==> src/rtl/bcd_timer_n.sv <==
// -----------------------------------------------------------------------------
// bcd_timer_n
//
// Purpose:
//   Multi-digit BCD up/down timer with load, start, pause and a one-cycle
//   terminal-count pulse. The count steps by one per qualified tick (en) while
//   running. Counting down stops at all zeros, and counting up stops at all
//   nines.
//
// Optional feature:
//   BCD_TIMER_AUTO_RELOAD_EN -- when defined, the timer does not stop at the
//   terminal value. It stays in RUN and reloads the last loaded preset on the
//   next qualified tick. The DONE state is then unreachable.
//
// Parameters:
//   DIGITS    number of BCD digits (1..8), default 4
//
// Ports:
//   clk       clock, all state changes on the rising edge
//   rst_n     asynchronous active-low reset
//   load      synchronous load of ini_value (highest priority)
//   ini_value preset value, BCD, digit 0 in bits [3:0]; digits > 9 clamp to 9
//   start     start / resume counting
//   pause     suspend counting (start wins when both are high)
//   en        count tick, qualified per cycle
//   dir       0 = count down, 1 = count up
//   value     current BCD count (registered)
//   busy      state is RUN
//   done      state is DONE
//   tc        one-cycle terminal-count pulse (registered)
// -----------------------------------------------------------------------------
module bcd_timer_n #(
  parameter int DIGITS = 4
) (
  input  logic                clk,
  input  logic                rst_n,
  input  logic                load,
  input  logic [4*DIGITS-1:0] ini_value,
  input  logic                start,
  input  logic                pause,
  input  logic                en,
  input  logic                dir,
  output logic [4*DIGITS-1:0] value,
  output logic                busy,
  output logic                done,
  output logic                tc
);

  localparam int W = 4 * DIGITS;

  typedef enum logic [1:0] {
    ST_IDLE  = 2'd0,
    ST_RUN   = 2'd1,
    ST_PAUSE = 2'd2,
    ST_DONE  = 2'd3
  } state_t;

  // Force every digit above 9 down to 9.
  function automatic logic [W-1:0] clamp_bcd(input logic [W-1:0] v);
    logic [W-1:0] r;
    r = v;
    for (int i = 0; i < DIGITS; i++) begin
      if (v[4*i +: 4] > 4'd9) r[4*i +: 4] = 4'd9;
      else                    r[4*i +: 4] = v[4*i +: 4];
    end
    return r;
  endfunction

  // BCD +1. A digit wraps 9->0 and carries on only while all lower digits were 9.
  function automatic logic [W-1:0] bcd_inc(input logic [W-1:0] v);
    logic [W-1:0] r;
    logic         carry;
    r     = v;
    carry = 1'b1;
    for (int i = 0; i < DIGITS; i++) begin
      if (carry) begin
        if (v[4*i +: 4] == 4'd9) begin
          r[4*i +: 4] = 4'd0;
        end else begin
          r[4*i +: 4] = v[4*i +: 4] + 4'd1;
          carry       = 1'b0;
        end
      end else begin
        r[4*i +: 4] = v[4*i +: 4];
      end
    end
    return r;
  endfunction

  // BCD -1. A digit wraps 0->9 and borrows on only while all lower digits were 0.
  function automatic logic [W-1:0] bcd_dec(input logic [W-1:0] v);
    logic [W-1:0] r;
    logic         borrow;
    r      = v;
    borrow = 1'b1;
    for (int i = 0; i < DIGITS; i++) begin
      if (borrow) begin
        if (v[4*i +: 4] == 4'd0) begin
          r[4*i +: 4] = 4'd9;
        end else begin
          r[4*i +: 4] = v[4*i +: 4] - 4'd1;
          borrow      = 1'b0;
        end
      end else begin
        r[4*i +: 4] = v[4*i +: 4];
      end
    end
    return r;
  endfunction

  // Terminal value when counting up: every digit 9.
  function automatic logic [W-1:0] all_nines();
    logic [W-1:0] r;
    r = '0;
    for (int i = 0; i < DIGITS; i++) r[4*i +: 4] = 4'd9;
    return r;
  endfunction

  localparam logic [W-1:0] NINES = all_nines();

  state_t       state;
  state_t       state_next;
  logic [W-1:0] value_next;
  logic [W-1:0] loaded;
  logic [W-1:0] stepped;
  logic [W-1:0] term_val;
  logic         tc_next;
  logic         at_term;
  logic         step_hits_term;
`ifdef BCD_TIMER_AUTO_RELOAD_EN
  logic [W-1:0] reload;
`endif

  // Step candidate and terminal detection; dir is sampled on the step cycle itself.
  always_comb begin
    loaded         = clamp_bcd(ini_value);
    term_val       = dir ? NINES : {W{1'b0}};
    stepped        = dir ? bcd_inc(value) : bcd_dec(value);
    at_term        = (value == term_val);
    step_hits_term = (stepped == term_val);
  end

  // Next state, next count and terminal-count pulse.
  always_comb begin
    state_next = state;
    value_next = value;
    tc_next    = 1'b0;
    if (load) begin
      value_next = loaded;
      state_next = ST_IDLE;
    end else if (start && (state != ST_RUN)) begin
      // Starting on the terminal value makes no step but still signals tc.
      if (at_term) begin
        tc_next = 1'b1;
`ifdef BCD_TIMER_AUTO_RELOAD_EN
        state_next = ST_RUN;
`else
        state_next = ST_DONE;
`endif
      end else begin
        state_next = ST_RUN;
      end
    end else if (state == ST_RUN) begin
      if (en) begin
`ifdef BCD_TIMER_AUTO_RELOAD_EN
        // Sitting on the terminal value: the next tick restarts from the preset.
        if (at_term) begin
          value_next = reload;
        end else begin
          value_next = stepped;
          tc_next    = step_hits_term;
        end
`else
        value_next = stepped;
        if (step_hits_term) begin
          tc_next    = 1'b1;
          state_next = ST_DONE;
        end else begin
          tc_next    = 1'b0;
        end
`endif
      end else begin
        value_next = value;
      end
      // Reaching DONE on this tick takes precedence over a pause request.
      state_next = (pause && !start && (state_next == ST_RUN)) ? ST_PAUSE : state_next;
    end else begin
      value_next = value;
    end
  end

  // State register.
  always_ff @(posedge clk or negedge rst_n) begin
    if (!rst_n) state <= ST_IDLE;
    else        state <= state_next;
  end

  // Count, tc pulse and preset registers.
  always_ff @(posedge clk or negedge rst_n) begin
    if (!rst_n) begin
      value  <= {W{1'b0}};
      tc     <= 1'b0;
`ifdef BCD_TIMER_AUTO_RELOAD_EN
      reload <= {W{1'b0}};
`endif
    end else begin
      value  <= value_next;
      tc     <= tc_next;
`ifdef BCD_TIMER_AUTO_RELOAD_EN
      if (load) reload <= loaded;
      else      reload <= reload;
`endif
    end
  end

  // Status outputs decoded from the state register.
  always_comb begin
    busy = (state == ST_RUN);
    done = (state == ST_DONE);
  end

endmodule

==> config.mk <==
export PLATFORM = sky130hd
export DESIGN_NAME = bcd_timer_n
export DESIGN_NICKNAME = d
export VERILOG_FILES = /design/src/rtl/bcd_timer_n.sv
export SDC_FILE = /design/constraint.sdc
export NUM_CORES = 1
export LEC_CHECK = 0
export CAP_MARGIN = 15
export CORE_ASPECT_RATIO = 1.75
export CORE_MARGIN = 2
export CORE_UTILIZATION = 55
export DETAILED_ROUTE_END_ITERATION = 8
export GPL_TIMING_DRIVEN = 0
export PLACE_DENSITY = 0.85
export SLEW_MARGIN = 20
export SYNTH_ARGS = -nofsm -noshare
export SYNTH_HDL_FRONTEND = slang
export SYNTH_SLANG_ARGS = --single-unit
==> constraint.sdc <==
create_clock -name clk -period 3.67 [get_ports clk]
set_clock_uncertainty 0.15 [all_clocks]
set_input_delay 0.734 -clock clk [delete_from_list [all_inputs] [get_ports clk]]
set_output_delay 0.734 -clock clk [all_outputs]
set_load 0.1 [all_outputs]
**Yosys cells after proc, flatten, opt, wreduce, memory -nomap -nowiden**

Index checks and enable logic that the tools add are counted.
W data, S select, Z words.

- Register bits after elaboration: 19
- Input port bits: 23
- Output and inout port bits: 19
- Logic and storage cells: 88

- $add $sub $neg: 8
- $lt $le $gt $ge: 4
- Equality and inequality tests: 11
- Muxes and demuxes: 50
- Reductions and logical operators: 12

Operators with widths:

| cell | number |
|---|---|
| $mux W16 | 6 |
| $mux W4 | 18 |
| $eq A16 B16 Y1 | 2 |
| $mux W2 | 10 |
| $add A4 B1 Y4 const B | 4 |
| $eq A4 B4 Y1 const B | 4 |
| $gt A4 B4 Y1 const B | 4 |
| $logic_not A4 Y1 | 4 |
| $mux W1 | 16 |
| $sub A4 B1 Y4 const B | 4 |
| $eq A2 B1 Y1 const B | 2 |
| $reduce_bool A2 Y1 | 2 |
| $logic_and A1 B1 Y1 | 3 |
| $reduce_and A3 Y1 | 1 |
| $reduce_bool A3 Y1 | 1 |
| $eq A2 B2 Y1 const B | 1 |
| $ne A2 B1 Y1 const B | 1 |
| $ne A2 B2 Y1 const B | 1 |
| $logic_not A1 Y1 | 1 |

**Logic depth before layout (Yosys ltp)**

Gate-level depths: netlist of run 1.

- Word-level depth: 18
- Mapped depth: 9
- Mapped depth without buffers: 7

**Worst setup path after synthesis of run 1**

No wires, ideal clock.

- Kind: register to register
- From: register state[1]
- To: register value[13]
- Setup time: 139 ps
- Arrival time: 2904 ps
- Data required time: 3381 ps
- Path slack: 477 ps
- Stages on the path, launching flop included: 8
- Buffers on the path: 2
- Period minus slack after synthesis: 3193 ps
- Path through: dfrtp_1 -> nor2b_1 -> and2_1 -> clkbuf_1 -> clkbuf_1 -> nor2_1 -> a21oi_1 -> o22ai_1

- Elaborated cells between the ends (all ways): 6
- Classes of those cells: eq/ne: 3; reduce/logical: 3

RTL lines:

| item | RTL line | text |
|---|---|---|
| start, declared | 121 | `state_t state;` |
| start signal, assigned | 195 | `else state <= state_next;` |
| $eq A2 B1 Y1 | n/a |  |
| net busy | 44 | `output logic busy,` |
| $reduce_bool A2 Y1 (no source line) | n/a |  |
| $reduce_and A3 Y1 (no source line) | n/a |  |
| end signal, assigned | 201 | `value <= {W{1'b0}};` |
| end signal, assigned | 207 | `value <= value_next;` |
| end, declared | 43 | `output logic [4*DIGITS-1:0] value,` |

The timed path passes the listed nets, and every way through them passes these cells.
A chain may end at the register's enable or synchronous reset.

**Final worst setup path of run 1**

- From: input dir
- To: register state[0]

- Word-level cells in the longest chain between the ends: 13
- Elaborated cells between the ends (all ways): 14
- Classes of those cells: eq/ne: 2; mux: 11; reduce/logical: 1

RTL lines:

| item | RTL line | text |
|---|---|---|
| start, declared | 42 | `input logic dir,` |
| $mux W16, on equally long branches | 138, 137 |  |
| $eq A16 B16 Y1 * | 140 | `step_hits_term = (stepped == term_val);` |
| $mux W2 * | 175 | `if (step_hits_term) begin` |
| $mux W2 * | 164 | `if (en) begin` |
| $mux W2 * | 163 | `end else if (state == ST_RUN) begin` |
| $mux W2 * | 151 | `end else if (start && (state != ST_RUN)) begin` |
| $mux W2 * | 148 | `if (load) begin` |
| $eq A2 B1 Y1 | 186 | `state_next = (pause && !start && (state_next == ST_RUN)) ? ST_PAUSE : state_next;` |
| $logic_and A1 B1 Y1 | 186 |  |
| $mux W2 * | 186 |  |
| $mux W2 * | 163 |  |
| $mux W2 * | 151 |  |
| $mux W2 * | 148 |  |

Mark *: on every way between the ends. The rest lies on a longest branch, timed or not. The select of a mux whose other input is x is not followed.

==> impl_metrics.py, run 1 <==
metrics = {
    "status": {
        "status": "complete, no violations",
    },
    "floorplan": {
        "die_area_um2": 4340,
        "core_um2": 3630,
        "die_width_um": 50.7,
        "fp-row-count": 29,
        "io_pins": 42,
        "start_util_pct": 57.8,
        "dieHeight_um": 85.7,
    },
    "worst_setup_path": {
        "rr_startpoint": "value[3]",
        "critPathSlowestCell": "clkdlybuf4s50_1",
        "r2r_cells": 8,
        "critical_path.top_delay_family": "buffers and inverters",
        "end_kind": "register",
        "path_cells": "clkdlybuf4s50_1 > clkbuf_2 > inv_1 > xnor2_1 > o31ai_1 > nand4_1 > nor3_1 > nand4b_2 > a311oi_2",
        "cp_num_buf_inv": 3,
        "startpoint": "dir",
        "cp.arrival_ps": 3380,
        "crit_fanout": 10,
        "path_depth": 9,
        "slowest_delay_ps": 660,
        "crit_required_ps": 3680,
        "r2r_end": "state[0]",
        "r2r_slack_ps": 820,
        "setup.worst_path.class": "in -> reg",
        "cp-endpoint": "state[0]",
        "worst_setup_path_start_kind": "input port",
    },
    "sta": {
        "holdWs_ps": 537,
        "fin_crit_ps": 3370,
        "hold_viol": 0,
        "rsz0062_at_grt": "false",
        "worstMarginPinSlew_ps": 980,
        "slew_violations": 0,
        "finalCritPeriodShare_pct": 91.7,
        "fmax_mhz": 297,
        "final-setup-viol-count": 0,
        "max_slew_margin_pct": 34.4,
    },
    "global_route": {
        "grt.met2_usage_pct": 54.4,
        "grt_pass1_wl_mm": 10.8,
        "top_usage_layer": "met2",
        "antenna_found_initial": 0,
        "grt-ovfl-total": 0,
        "met3_usage_pct": 2.61,
        "track_usage_pct": 32.1,
        "grt_max_degree": 20,
        "use_met1_pct": 39.6,
        "grt_pass1_vias": 2321,
    },
    "route": {
        "wl_mm": 6.55,
        "drt.antenna.violating_nets": 0,
        "num_vias": 2387,
        "drc_errors": 0,
        "wire_per_inst_um": 17.7,
        "drtPass1Iterations": 5,
        "drt_iter0_drc": 119,
        "via_per_inst": 6.45,
    },
    "power": {
        "power.leakage_nw": 1.01,
        "vdd_ir_drop_max_v": 0.000375,
        "clkPwrFrac_pct": 15.9,
        "switching_share_pct": 48.0,
        "totalPowerFinal_uw": 864,
        "switchingPower_uw": 415,
        "p_int_uw": 449,
        "p_comb_share_pct": 54.7,
        "pwr-share-seq_pct": 29.3,
        "powerDensity_nw_per_um2": 331,
    },
    "yosys": {
        "synth_area_per_cell_um2": 7.51,
        "synth-edff-count": 0,
        "yosysUniqueCellTypes": 67,
        "synth_fp_nets": 304,
        "synthTopCellsByArea": "dfrtp_1 (23%), o21ai_0 (6.0%), a21oi_1 (5.7%)",
        "yosys_warnings": 0,
        "synthArstFlopShare_pct": 100,
        "ys_seq_area_share_pct": 22.7,
        "synth_top_area_share_pct": 22.7,
        "syn-instance-count": 279,
        "ys.flop_type": "dfrtp_1",
        "ys_ff_latch": 19,
        "netlist.top_cell.by_area": "dfrtp_1",
        "syn-cell-area_um2": 2100,
    },
    "final_layout": {
        "layout-drive-gt1-share_pct": 9.88,
        "fin_util_pct": 72.0,
        "nets": 350,
        "area_growth_pct": 24.6,
        "n_fill_cell": 324,
        "diodes": 0,
    },
    "placement": {
        "dp_hpwl_mm": 5.08,
        "place_congestion": 0.940,
        "portBuffers": 41,
    },
    "cts": {
        "cts-buffers-inserted": 3,
        "cts_tree": "built",
        "root_buffer": "clkbuf_8",
        "cts_buffer_depth": 2,
        "clock-sinks": 19,
        "ctsHoldBuffers": 0,
        "clk_pin_slew_ps": 60,
        "htree_num_levels": 1,
        "cts_resized": 0,
        "cts_setup_buffers": 0,
        "worst_skew_pair.late_latency_ps": 250,
    },
    "worst_hold_path": {
        "hold_path.class": "reg -> reg",
        "holdPathStages": 2,
    },
    "flow_run": {
        "maxCapViolCount": 0,
    },
}
## cell usage after synthesis, types with 6 or more instances
cell type / number
a21oi_1: 24
buf_2: 6
clkbuf_1: 14
dfrtp_1: 19
inv_1: 9
nand2_1: 19
nand3_1: 9
nor2_1: 28
nor2b_1: 9
nor3_1: 15
o21ai_0: 25
xnor2_1: 7
## cell usage in the layout (no fill, tap or decap), types with 6 or more instances in the layout
| cell | n |
|---|---|
| a21oi_1 | 24 |
| buf_2 | 6 |
| clkbuf_1 | 13 |
| clkdlybuf4s50_1 | 41 |
| dfrtp_1 | 19 |
| inv_1 | 9 |
| nand2_1 | 19 |
| nand3_1 | 9 |
| nor2_1 | 28 |
| nor2b_1 | 9 |
| nor3_1 | 15 |
| o21ai_0 | 25 |
| xnor2_1 | 7 |
## flip-flops by register name (all words and copies together), names as in the netlist
register,cells
state,2
tc,1
value,16
## how the worst min path moves through the flow
stage	start	endpoint	slack [ps]
after floorplan	rst_n	state[0]	290
after global routing	state[0]	state[0]	550
after CTS	state[0]	state[0]	530
after detailed placement	state[0]	state[0]	500
after global placement	state[0]	state[0]	480
final	state[0]	state[0]	540
## layout make-up
type                       count  area (um^2)  share of cell area, %
buffer                        24          114                   4.36
clock buffer                   3         41.3                   1.58
clock inverter                 1         5.00                  0.192
inverter                       9         33.8                   1.29
multi-input combinational    227         1470                   56.4
sequential                    19          475                   18.2
tap                           46         57.6                   2.20
timing repair buffer          41          410                   15.7
## through the flow
stage                     setup TNS, ps  std cells  cell area [um^2]  setup WS [ps]
after global placement             -180        366              2560          -85.7
after detailed placement           -148        366              2560          -72.0
after CTS                             0        370              2610            177
final                                 0        370              2610            305
after global routing                  0        370              2610            188
after floorplan                       0        279              2100            477
## cell families (layout without fill, tap and decap cells)
group | Yosys count | in the layout | synth area share [%]
AND/OR/NAND/NOR | 124 | 124 | 36.6
buffers and inverters | 33 | 78 | 6.98
adder cells (fa/ha/maj) | 2 | 2 | 1.19
flip-flops | 19 | 19 | 22.7
AO/OA/AOI/OAI | 89 | 89 | 27.3
multiplexers | 4 | 4 | 1.91
XOR/XNOR | 8 | 8 | 3.34
## routing by layer
metal | vias up | routed length [um] | part of all wire [%]
li1 | 1123 | - | -
met1 | 1111 | 2550 | 39
met2 | 132 | 3350 | 51
met3 | 21 | 418 | 6.4
met4 | 0 | 231 | 3.5
met5 | - | 0 | 0
## power by group through the flow
stage	clock network [mW]	registers, mW	logic (mW)
4_1_cts	0.143	0.252	0.467
6_report	0.138	0.254	0.473
3_3_place_gp	0	0.256	0.461
2_1_floorplan	0	0.382	0.207
3_5_place_dp	0	0.256	0.464
5_1_grt	0.149	0.256	0.501
## tightest hold or removal path: cells and delay by family, from the launching register on
family	cells	cell delay (ps)
flip-flops	1	420
AO/OA/AOI/OAI	1	60
AND/OR/NAND/NOR	1	160
No activity file was read; power rests on OpenSTA's default activity.
==> run 2, diff against run 1 <==
--- a/config.mk
+++ b/config.mk
@@ -10,6 +10,7 @@
 export CORE_MARGIN = 2
 export CORE_UTILIZATION = 55
 export DETAILED_ROUTE_END_ITERATION = 8
+export GPL_ROUTABILITY_DRIVEN = 0
 export GPL_TIMING_DRIVEN = 0
 export PLACE_DENSITY = 0.85
 export SLEW_MARGIN = 20
==> run 2 against run 1 <==
Utilization decreased by 0.069 points. Die area unchanged. Wire length decreased by 3.1%. Maximum frequency decreased by 3.9%. Setup slack got worse by 140 ps. Worst hold slack got worse by 5.0 ps. Critical endpoint unchanged. Non-clock buffer count unchanged. Largest cell class unchanged.
==> impl_metrics.py, run 2 (synthesized netlist as in run 1, its figures left out) <==
metrics = {
    "route": {
        "drtPass1Iterations": 6,
        "via_per_inst": 6.49,
        "num_vias": 2400,
        "wl_mm": 6.34,
        "drt_iter0_drc": 128,
        "wire_per_inst_um": 17.1,
        "drc_errors": 0,
        "drt.antenna.violating_nets": 0,
    },
    "final_layout": {
        "final_cell_mix": "clkdlybuf4s50_1 (41), nor2_1 (28), o21ai_0 (25)",
        "n_fill_cell": 294,
        "fin_area_um2": 2610,
        "top_register": "value",
        "area_growth_pct": 24.5,
        "diodes": 0,
        "mostFrequentLayoutCell": "clkdlybuf4s50_1",
        "fin_util_pct": 71.9,
        "nets": 350,
        "reg.largest.list": "value x16, state x2, tc x1",
        "layout-drive-gt1-share_pct": 9.26,
        "largest_reg_flops": 16,
    },
    "sta": {
        "slew_violations": 0,
        "fmax_mhz": 286,
        "setup_tns_ps": 0,
        "holdWs_ps": 532,
        "fin_crit_ps": 3500,
        "final-setup-viol-count": 0,
        "max_slew_margin_pct": 34.6,
        "hold_viol": 0,
        "finalCritPeriodShare_pct": 95.4,
        "rsz0062_at_grt": "false",
        "worstMarginPinSlew_ps": 978,
    },
    "global_route": {
        "antenna_found_initial": 0,
        "track_usage_pct": 31.1,
        "grt_pass1_wl_mm": 10.5,
        "grt_pass1_vias": 2238,
        "grt-ovfl-total": 0,
        "grt_max_degree": 20,
    },
    "placement": {
        "portBuffers": 41,
        "placed_area_um2": 2560,
        "dp_hpwl_mm": 4.88,
    },
    "cts": {
        "cts_buffer_depth": 2,
        "cts-buffers-inserted": 3,
        "worst_skew_pair.late_latency_ps": 250,
        "cts_resized": 0,
        "cts_setup_buffers": 0,
        "htree_num_levels": 1,
        "ctsHoldBuffers": 0,
        "cts_tree": "built",
        "clk_pin_slew_ps": 70,
        "clock-sinks": 19,
        "root_buffer": "clkbuf_8",
    },
    "power": {
        "clkPwrFrac_pct": 16.4,
        "p_comb_share_pct": 54.3,
        "p_int_uw": 450,
        "switching_share_pct": 48.0,
        "vdd_ir_drop_max_v": 0.000335,
        "totalPowerFinal_uw": 866,
        "powerDensity_nw_per_um2": 332,
        "power.leakage_nw": 1.01,
        "switchingPower_uw": 415,
        "pwr-share-seq_pct": 29.3,
    },
    "worst_setup_path": {
        "crit_required_ps": 3680,
        "end_kind": "register",
        "crit_fanout": 10,
        "setup.worst_path.class": "in -> reg",
        "cp.arrival_ps": 3510,
        "worst_setup_path_start_kind": "input port",
    },
    "floorplan": {
        "io_pins": 42,
        "start_util_pct": 57.8,
        "core_um2": 3630,
        "dieHeight_um": 85.7,
        "die_area_um2": 4340,
        "die_width_um": 50.7,
        "fp-row-count": 29,
    },
    "status": {
        "status": "complete, no violations",
    },
    "worst_hold_path": {
        "hold_path.class": "reg -> reg",
    },
    "flow_run": {
        "maxCapViolCount": 0,
    },
}
-- run 2: cell count changes in the layout (fill, tap and decap cells not counted), sizes merged --
cell,previous run,this run
clkbuf,17,18
clkinv,1,0
-- run 2: final timing paths --
kind / startpoint / to / slack, ps / depth (start not counted)
worst max-delay path: dir / state[0] / 170 / 9
worst min-delay path: state[0] / state[0] / 530 / 2
worst max register to register: value[0] / state[0] / 840 / 8
worst min register to register: state[0] / state[0] / 530 / 2
max in group asynchronous: rst_n / state[1] / 2060 / 1
min in group asynchronous: rst_n / value[14] / 800 / 1
-- run 2: area by class of cell --
| class | count | area (um^2) | area share [%] |
|---|---|---|---|
| multi-input combinational | 227 | 1470 | 56.5 |
| sequential | 19 | 475 | 18.2 |
| tap | 46 | 57.6 | 2.21 |
| buffer | 24 | 113 | 4.32 |
| clock buffer | 4 | 45.0 | 1.73 |
| timing repair buffer | 41 | 410 | 15.7 |
| inverter | 9 | 33.8 | 1.29 |
-- run 2: metrics by stage --
| stage | cells | setup WS [ps] |
|---|---|---|
| 2_1_floorplan | 279 | 477 |
| 3_3_place_gp | 366 | -13.2 |
| 3_5_place_dp | 366 | -21.8 |
| 4_1_cts | 370 | 246 |
| 5_1_grt | 370 | 42.2 |
| 6_report | 370 | 168 |
-- run 2: critical path, stage by stage --
cell and delay, ps:
clkdlybuf4s50_1 650, clkbuf_1 410, inv_1 290, xnor2_1 200, o31ai_1 350, nand4_1 140
nor3_1 250, nand4b_2 200, a311oi_2 280
-- run 2: per-layer routing --
layer	GRT usage [%]	up-vias	part of all wire [%]
li1	-	1123	-
met1	37.7	1098	39
met2	53.3	141	49
met3	2.79	38	7.2
met4	16.7	0	5.0
met5	0	-	0
-- run 2: power by group through the flow --
stage	registers, mW	clock network (mW)	logic, mW
2_1_floorplan	0.382	0	0.207
3_3_place_gp	0.257	0	0.457
3_5_place_dp	0.257	0	0.462
4_1_cts	0.253	0.144	0.464
5_1_grt	0.256	0.152	0.497
6_report	0.254	0.142	0.470
==> run 3, diff against run 2 <==
--- a/config.mk
+++ b/config.mk
@@ -9,6 +9,7 @@
 export CORE_ASPECT_RATIO = 1.75
 export CORE_MARGIN = 2
 export CORE_UTILIZATION = 55
+export CTS_CLUSTER_SIZE = 12
 export DETAILED_ROUTE_END_ITERATION = 8
 export GPL_ROUTABILITY_DRIVEN = 0
 export GPL_TIMING_DRIVEN = 0
==> constraint.sdc (replaced) <==
create_clock -name clk -period 4.4 [get_ports clk]
set_clock_uncertainty 0.15 [all_clocks]
set_input_delay 0.88 -clock clk [delete_from_list [all_inputs] [get_ports clk]]
set_output_delay 0.88 -clock clk [all_outputs]
set_load 0.1 [all_outputs]
==> results of run 3 <==
Same layout as run 2 (identical final DEF). Status: complete, no violations.
Among the figures that moved: setup slack after placement -21.8 ps -> 562 ps; setup slack after layout 168 ps -> 752 ps; register-to-register setup slack 840 ps -> 1570 ps; total power 0.866 mW -> 0.722 mW; worst IR drop on VDD 0.000335 V -> 0.000279 V
